$ cat config.mk
export PLATFORM = sky130hd
export DESIGN_NAME = pid_controller
export DESIGN_NICKNAME = d
export VERILOG_FILES = /design/src/rtl/pid_controller.sv
export SDC_FILE = /design/constraint.sdc
export NUM_CORES = 1
export LEC_CHECK = 0
export CAP_MARGIN = 20
export CORE_ASPECT_RATIO = 0.7
export CORE_MARGIN = 2
export CORE_UTILIZATION = 57
export CTS_CLUSTER_DIAMETER = 60
export CTS_CLUSTER_SIZE = 8
export DETAILED_ROUTE_END_ITERATION = 8
export PLACE_DENSITY = 0.78
export REMOVE_ABC_BUFFERS = 1
export SYNTH_ARGS = -nofsm -noshare
export SYNTH_HDL_FRONTEND = slang
export SYNTH_SLANG_ARGS = --single-unit
export TNS_END_PERCENT = 100
$ cat constraint.sdc
create_clock -name clk -period 9.57 [get_ports clk]
set_input_delay 1.914 -clock clk [delete_from_list [all_inputs] [get_ports clk]]
set_output_delay 1.914 -clock clk [all_outputs]
set_load 0.01 [all_outputs]
$ cat src/rtl/pid_controller.sv
// ============================================================================
// Module   : pid_controller
// Purpose  : Sampled PID speed loop; one shared multiplier, saturated duty out.
// Revision : 1.0
// ============================================================================
`default_nettype none

module pid_controller #(
  parameter int DATA_WIDTH = 16,
  parameter int FRAC_BITS  = 4,
  parameter int INT_WIDTH  = 24,
  parameter int INT_LIMIT  = 1048575,
  parameter int DUTY_WIDTH = 10
) (
  input  logic                      clk,
  input  logic                      reset,
  input  logic                      enable,
  input  logic                      sample_tick,
  input  logic                      gains_valid,
  input  logic [DATA_WIDTH/2-1:0]   Kp,
  input  logic [DATA_WIDTH/2-1:0]   Ki,
  input  logic [DATA_WIDTH/2-1:0]   Kd,
  input  logic [DATA_WIDTH-1:0]     setpoint_period,
  input  logic [DATA_WIDTH-1:0]     period_speed,
  output logic [DUTY_WIDTH-1:0]     duty,
  output logic                      duty_valid,
  output logic                      busy,
  output logic                      overrun
);

  localparam int c_gain_w  = DATA_WIDTH / 2;
  localparam int c_err_w   = DATA_WIDTH + 1;
  localparam int c_der_w   = DATA_WIDTH + 2;
  localparam int c_opx_w   = (INT_WIDTH > c_der_w) ? INT_WIDTH : c_der_w;
  localparam int c_prod_w  = c_gain_w + 1 + c_opx_w;
  localparam int c_acc_w   = 36;

  localparam logic signed [INT_WIDTH:0]   c_lim_pos  = INT_LIMIT;
  localparam logic signed [INT_WIDTH:0]   c_lim_neg  = -INT_LIMIT;
  localparam logic signed [c_acc_w-1:0]   c_duty_max = (1 << DUTY_WIDTH) - 1;

  typedef enum logic [2:0] {
    IDLE    = 3'd0,
    CAPTURE = 3'd1,
    MUL_P   = 3'd2,
    MUL_I   = 3'd3,
    MUL_D   = 3'd4,
    SUM     = 3'd5,
    SAT     = 3'd6
  } state_t;

  state_t                        r_state;
  logic [c_gain_w-1:0]           r_kp;
  logic [c_gain_w-1:0]           r_ki;
  logic [c_gain_w-1:0]           r_kd;
  logic signed [c_err_w-1:0]     r_err;
  logic signed [c_err_w-1:0]     r_prev_err;
  logic signed [c_der_w-1:0]     r_deriv;
  logic signed [INT_WIDTH-1:0]   r_integral;
  logic signed [c_acc_w-1:0]     r_acc;
  logic signed [c_acc_w-1:0]     r_acc_sh;

  logic signed [c_err_w-1:0]     w_err;
  logic signed [INT_WIDTH:0]     w_int_sum;
  logic signed [INT_WIDTH-1:0]   w_int_next;
  logic signed [c_der_w-1:0]     w_deriv;
  logic signed [c_gain_w:0]      w_op_g;
  logic signed [c_opx_w-1:0]     w_op_x;
  logic signed [c_prod_w-1:0]    w_prod;
  logic signed [c_acc_w-1:0]     w_prod_ext;

  // Positive error means the measured period is longer than target (too slow).
  assign w_err     = $signed({1'b0, period_speed}) - $signed({1'b0, setpoint_period});
  assign w_int_sum = (INT_WIDTH+1)'(r_integral) + (INT_WIDTH+1)'(w_err);
  assign w_deriv   = c_der_w'(w_err) - c_der_w'(r_prev_err);

  always_comb begin
    w_int_next = w_int_sum[INT_WIDTH-1:0];
    if (w_int_sum > c_lim_pos) begin
      w_int_next = c_lim_pos[INT_WIDTH-1:0];
    end else if (w_int_sum < c_lim_neg) begin
      w_int_next = c_lim_neg[INT_WIDTH-1:0];
    end
  end

  // Operand select for the single shared multiplier.
  always_comb begin
    w_op_g = '0;
    w_op_x = '0;
    case (r_state)
      MUL_P: begin
        w_op_g = $signed({1'b0, r_kp});
        w_op_x = c_opx_w'(r_err);
      end
      MUL_I: begin
        w_op_g = $signed({1'b0, r_ki});
        w_op_x = c_opx_w'(r_integral);
      end
      MUL_D: begin
        w_op_g = $signed({1'b0, r_kd});
        w_op_x = c_opx_w'(r_deriv);
      end
      default: begin
        w_op_g = '0;
        w_op_x = '0;
      end
    endcase
  end

  assign w_prod     = c_prod_w'(w_op_g) * c_prod_w'(w_op_x);
  assign w_prod_ext = c_acc_w'(w_prod);

  always_ff @(posedge clk) begin
    if (reset) begin
      r_state    <= IDLE;
      r_kp       <= '0;
      r_ki       <= '0;
      r_kd       <= '0;
      r_err      <= '0;
      r_prev_err <= '0;
      r_deriv    <= '0;
      r_integral <= '0;
      r_acc      <= '0;
      r_acc_sh   <= '0;
      duty       <= '0;
      duty_valid <= 1'b0;
      busy       <= 1'b0;
      overrun    <= 1'b0;
    end else begin
      duty_valid <= 1'b0;
      if (sample_tick && (r_state != IDLE)) begin
        overrun <= 1'b1;
      end
      case (r_state)
        IDLE: begin
          if (!enable || !gains_valid) begin
            duty       <= '0;
            r_integral <= '0;
            r_prev_err <= '0;
          end else if (sample_tick) begin
            r_state <= CAPTURE;
            busy    <= 1'b1;
          end
        end
        CAPTURE: begin
          r_kp       <= Kp;
          r_ki       <= Ki;
          r_kd       <= Kd;
          r_err      <= w_err;
          r_integral <= w_int_next;
          r_deriv    <= w_deriv;
          r_prev_err <= w_err;
          r_state    <= MUL_P;
        end
        MUL_P: begin
          r_acc   <= w_prod_ext;
          r_state <= MUL_I;
        end
        MUL_I: begin
          r_acc   <= r_acc + w_prod_ext;
          r_state <= MUL_D;
        end
        MUL_D: begin
          r_acc   <= r_acc + w_prod_ext;
          r_state <= SUM;
        end
        SUM: begin
          r_acc_sh <= r_acc >>> FRAC_BITS;
          r_state  <= SAT;
        end
        SAT: begin
          if (r_acc_sh[c_acc_w-1]) begin
            duty <= '0;
          end else if (r_acc_sh > c_duty_max) begin
            duty <= '1;
          end else begin
            duty <= r_acc_sh[DUTY_WIDTH-1:0];
          end
          duty_valid <= 1'b1;
          busy       <= 1'b0;
          r_state    <= IDLE;
        end
        default: begin
          r_state <= IDLE;
          busy    <= 1'b0;
        end
      endcase
    end
  end

endmodule

`default_nettype wire

# Yosys cells after proc, flatten, opt, wreduce, memory -nomap -nowiden

Index checks and enable logic that the tools add are counted.

Flip-flop bits (word level): 184
Bits of input ports: 61
Output and inout bits: 13
Word-level logic and storage cells: 67

Add/subtract/negate cells: 4
$mul: 1
Order comparisons: 3
Equality and inequality tests: 9
Muxes and demuxes: 20
Bitwise operators: 1
Reductions and logical operators: 15

Operator list:

| cell                   | count |
|---|---|
| $mux W24               | 3 |
| $pmux W24 S3           | 1 |
| $pmux W36 S2           | 1 |
| $pmux W24 S2           | 1 |
| $add A36 B33 Y36       | 1 |
| $pmux W17 S2           | 1 |
| $mul A9 B24 Y33        | 1 |
| $gt A32 B11 Y1 const B | 1 |
| $mux W10               | 3 |
| $add A24 B17 Y25       | 1 |
| $gt A25 B21 Y1 const B | 1 |
| $lt A25 B21 Y1 const B | 1 |
| $pmux W8 S3            | 1 |
| $pmux W10 S2           | 1 |
| $pmux W3 S6            | 1 |
| $sub A17 B17 Y18       | 1 |
| $mux W17               | 1 |
| $sub A16 B16 Y17       | 1 |
| $eq A3 B3 Y1 const B   | 3 |
| $eq A3 B2 Y1 const B   | 2 |
| $mux W3                | 2 |
| $ne A2 B2 Y1 const B   | 3 |
| $reduce_and A2 Y1      | 3 |
| $reduce_bool A2 Y1     | 3 |
| other kinds (12)       | 15 |

# Logic depth before layout (Yosys ltp)

Gate-level depths: netlist of run 1.

Depth after elaboration: 6
Depth in mapped cells: 41
Depth with buffers taken out: 37

# Worst setup path before layout of run 1

OpenSTA, ideal clock, no wires.

Kind: register to register
Start: reg r_state[0]
End: reg r_acc[35]
Library setup time: 0.081 ns
Arrival time: 8.886 ns
Path slack: 0.604 ns
Stages on the path, launching flop included: 37
Buffers on the path: 3
Clock period less this slack: 8.966 ns
Path through: dfxtp_1 clkbuf_1 clkbuf_1 clkbuf_1 mux2i_1 o21ai_0 nand2_1 fa_1 inv_1 fa_1 inv_1 fa_1 fa_1 inv_1 ha_1 o211a_1 o31ai_1 a21oi_1 o21ai_0 nand2b_1 a21o_1 a21o_1 a21o_1 a31oi_1 xnor2_1 ha_1 nand3_1 or3_1 or3b_1 o211ai_1 a31oi_1 o211ai_1 a41oi_1 a31oi_1 xnor2_1 or3_1 a41oi_1

Cells in the longest elaborated chain, start to end: 5

RTL lines:

| what                                         | RTL line | text |
|---|---|---|
| start, declared                              | 52       | `state_t r_state;` |
| start signal, assigned                       | 115      | `r_state <= IDLE;` |
| start signal, assigned                       | 141      | `r_state <= CAPTURE;` |
| start signal, assigned                       | 153      | `r_state <= MUL_P;` |
| $eq A3 B3 Y1 or $eq A3 B2 Y1 (tied branches) | 90, 134  |  |
| $pmux W8 S3 or $pmux W24 S3 (tied branches)  | 90       | `case (r_state)` |
| $mul A9 B24 Y33                              | 110      | `assign w_prod = c_prod_w'(w_op_g) * c_prod_w'(w_op_x);` |
| $add A36 B33 Y36                             | 160, 164 |  |
| $pmux W36 S2                                 | 134      | `case (r_state)` |
| end signal, assigned                         | 156      | `r_acc <= w_prod_ext;` |
| end signal, assigned                         | 160      | `r_acc <= r_acc + w_prod_ext;` |
| end signal, assigned                         | 164      | `r_acc <= r_acc + w_prod_ext;` |
| end, declared                                | 60       | `logic signed [c_acc_w-1:0] r_acc;` |

Parallel ways exist; a longest one is shown, timed or not.
A chain may end at the register's enable or synchronous reset.

# Worst setup path after layout of run 1

Start: reg r_state[1]
End: reg r_acc[35]

The elaborated chain is that of the path after synthesis.

==> results of run 1 <==
==> flip-flops by register name, summed over array words and instances, names as in the netlist <==
name,flops
duty_valid,1
r_kp,8
r_prev_err,17
overrun,1
r_integral,24
r_state,3
r_deriv,18
r_kd,8
duty,10
r_acc_sh,32
busy,1
r_err,17
r_acc,36
r_ki,8
==> routing by layer <==
layer	GRT usage [%]	wire length (um)	part of all wire [%]
met3	5.23	3140	7.0
met5	0	0	0
met2	44.7	20400	45
met1	39.3	21000	47
met4	6.43	568	1.3
==> path summary, 6_finish.rpt <==
| check | from | endpoint | slack (ns) | depth (start not counted) |
|---|---|---|---|---|
| setup / recovery | r_state[1]$_SDFFE_PP0P_ | r_acc[35]$_SDFFE_PP0N_ | 0.39 | 34 |
| hold / removal | r_prev_err[14]$_SDFFE_PP0P_ | r_prev_err[14]$_SDFFE_PP0P_ | 0.45 | 2 |
| setup reg to reg | r_state[1]$_SDFFE_PP0P_ | r_acc[35]$_SDFFE_PP0N_ | 0.39 | 34 |
| hold reg to reg | r_prev_err[14]$_SDFFE_PP0P_ | r_prev_err[14]$_SDFFE_PP0P_ | 0.45 | 2 |
==> cell families (layout without fill, tap and decap cells) <==
group / count (synthesis) / in the layout / synth area share [%]
simple gates: 749 / 749 / 17.5
buf+inv: 373 / 419 / 7.83
flops: 184 / 184 / 20.4
other cells: 0 / 1 / 0
fa+ha+maj: 316 / 316 / 28.2
mux: 27 / 27 / 1.49
xor+xnor: 102 / 102 / 4.94
compound gates: 548 / 548 / 19.6
==> Yosys cell counts, types with 27 or more instances <==
cell type | n | share of area (%)
nor2_1 | 228 | 4.7
mux2i_1 | 27 | 1.5
nand2_1 | 369 | 7.7
nor3_1 | 28 | 0.77
o21ai_0 | 65 | 1.8
xnor2_1 | 69 | 3.3
o21a_1 | 36 | 1.5
a21o_1 | 61 | 2.5
clkbuf_1 | 83 | 1.7
fa_1 | 154 | 17
inv_1 | 281 | 5.8
xor2_1 | 33 | 1.6
a21oi_1 | 215 | 5.9
dfxtp_1 | 184 | 20
ha_1 | 162 | 11
==> final cells by class <==
class,instances,share of cell area [%]
multi-input cells,1742,65.5
flip-flops and latches,184,18.5
inverters,281,5.29
repair buffers,106,5.23
well taps,420,2.64
clock buffers,19,2.22
clock inverters,13,0.628
diodes,1,0.0126
==> stage by stage <==
step | total power [mW] | cells | hold slack (ns) | TNS, ns | worst slack, ns
2_1_floorplan | 1.19 | 2207 | 0.422 | -0.142 | -0.142
3_3_place_gp | 1.32 | 2729 | 0.434 | 0 | 0.562
3_5_place_dp | 1.34 | 2730 | 0.436 | 0 | 0.246
4_1_cts | 2.04 | 2762 | 0.447 | 0 | 0.198
5_1_grt | 2.14 | 2765 | 0.466 | -0.0840 | -0.0840
6_report | 2.04 | 2766 | 0.448 | 0 | 0.395
==> repair_timing <==
action / in CTS / in global routing
setup endpoints to repair: 0 / 4
hold buffers: 0 / 0
setup buffers: 0 / 2
resized for setup: 0 / 10
==> worst max-delay path: cells and delay by family, from the launching register on <==
kind	cells	cell delay [ns]
buffers and inverters	4	0.37
XOR/XNOR	2	0.27
AND/OR/NAND/NOR	8	1.94
adder cells (fa/ha/maj)	6	2.51
AO/OA/AOI/OAI	14	3.62
flip-flops	1	0.37
==> power by group <==
group          total (mW)  switching [mW]  internal [mW]  leakage [nW]
logic               0.518           0.306          0.212          7.46
clock network       0.698           0.347          0.351         0.275
registers           0.819          0.0238          0.796          1.49
==> cells in the final DEF, fill, tap and decap left out, types with 6 or more instances in the layout <==
cell,netlist,final
a2111oi_0,7,6
a211o_1,6,6
a211oi_1,20,20
a21o_1,61,61
a21oi_1,215,211
a221o_1,18,18
a221oi_1,11,11
a22oi_1,9,9
a31oi_1,14,12
and2_1,9,8
and3_1,7,7
buf_4,0,30
clkbuf_16,0,17
clkdlybuf4s50_1,0,72
dfxtp_1,184,183
fa_1,154,154
ha_1,162,162
inv_1,281,281
mux2i_1,27,27
nand2_1,369,368
nand2b_1,13,13
nand3_1,23,23
nand4_1,6,6
nor2_1,228,227
nor2b_1,17,16
nor3_1,28,27
nor4_1,8,8
o21a_1,36,36
o21ai_0,65,61
o21ai_1,8,12
o21bai_1,14,14
or2_2,9,9
or3_1,10,10
xnor2_1,69,69
xor2_1,33,33
==> run_results.csv, run 1 <==
group,metric,value,unit
status,status,"finished clean",
cells_and_area,syn_to_final_growth,10.1,%
pwr,leakagePower,9.23,nW
logic_synthesis,synth_async_sr_flop_share,0,%
logic_synthesis,ys.warnings.count,0,
placement,dp_hpwl,35300,um
logic_synthesis,synth_cell_types,76,
cells_and_area,nNetsFinal,2709,
global_route,grt_pass1_vias,15600,
clock_tree,cts_sinks,184,
clock_tree,cts_buffer_depth,2,
setup_path,worstPathRequired,9.96,ns
sta,finalHoldViolCount,0,
logic_synthesis,synth_ff_type,"dfxtp_1",
placement,postPlaceCellArea,19300,um2
hold_path,hold_path_class,"flip-flop to flip-flop",
setup_path,crit_slowest_cell,"a2111oi_1",
floorplan,pin_count,74,
cells_and_area,nFillCells,2690,
floorplan,die-area,33200,um2
sta,fmax,0.109,GHz
setup_path,cp-end-kind,"flip-flop",
logic_synthesis,synthCells,2299,
sta,period_needed,9.18,ns
cells_and_area,drive_above_1_share,4.01,%
drt,wl_per_cell,16.3,um
clock_tree,numCtsBuffers,17,
cells_and_area,multi_input_comb_area,13000,um2
logic_synthesis,syn_area,18100,um2
global_route,track_usage,28.0,%
clock_tree,path_clk_slew,0.08,ns
setup_path,crit_arrival,9.56,ns
sta,slew_viol_final,0,
logic_synthesis,avgSynthCellArea,7.87,um2
setup_path,cpPeakStageDelay,0.61,ns
pwr,power_density,102,nW/um2
clock_tree,cts_root_buf,"clkbuf_16",
sta,slew-limit-headroom,35.2,%
floorplan,die_x,217,um
pwr,irDropWorstVdd,109,uV
cells_and_area,final_util,63.8,%
sta,finalSetupViolCount,0,
logic_synthesis,ys_ff_latch,184,
placement,routabilityCongestion,0.915,
drt,via_count,15900,
floorplan,core-area,31200,um2
global_route,grt_pass1_wl,75800,um
setup_path,path_max_fanout,12,
clock_tree,insertion_delay,0.47,ns
global_route,globalRouteOverflowTotal,0,
clock_tree,h-tree-depth,4,
floorplan,initial_core_util,58.0,%
drt,wirelength,45100,um
global_route,grt_start_max_net_pins,61,
sta,fin_crit_sh,95.9,%
cells_and_area,regArea,3680,um2
clock_tree,cts_tree,"built",
cells_and_area,postLayoutCellArea,19900,um2
floorplan,placementRows,54,
logic_synthesis,seq_area_frac_synth,20.4,%
drt,drc,0,
drt,avgViaCountPerCell,5.75,
sta,finClkSkew,0.0177,ns
floorplan,fp.dieH,153,um
setup_path,start_kind,"flip-flop",
drt,drtIter0Drc,1268,
placement,io_buffers,73,
logic_synthesis,synth_edf_count,0,
sta,worst_pin_slew,0.948,ns
drt,dr.pass1.iters,5,
drt,antenna_left,0,
setup_path,crit_type,"flip-flop to flip-flop",
run,cap_violations,0,
global_route,grt_antenna_before_repair,0,
Power figures use the tool's default switching activity.
==> run 2: changes to the inputs <==
- SKIP_LAST_GASP: default -> 1
==> results of run 2 <==
Final layout, timing and power as in run 1 (identical DEF).
==> run 3: changes to the inputs <==
- TNS_END_PERCENT: 100 -> 30
==> results of run 3 <==
Final layout, timing and power as in run 1 (identical DEF).
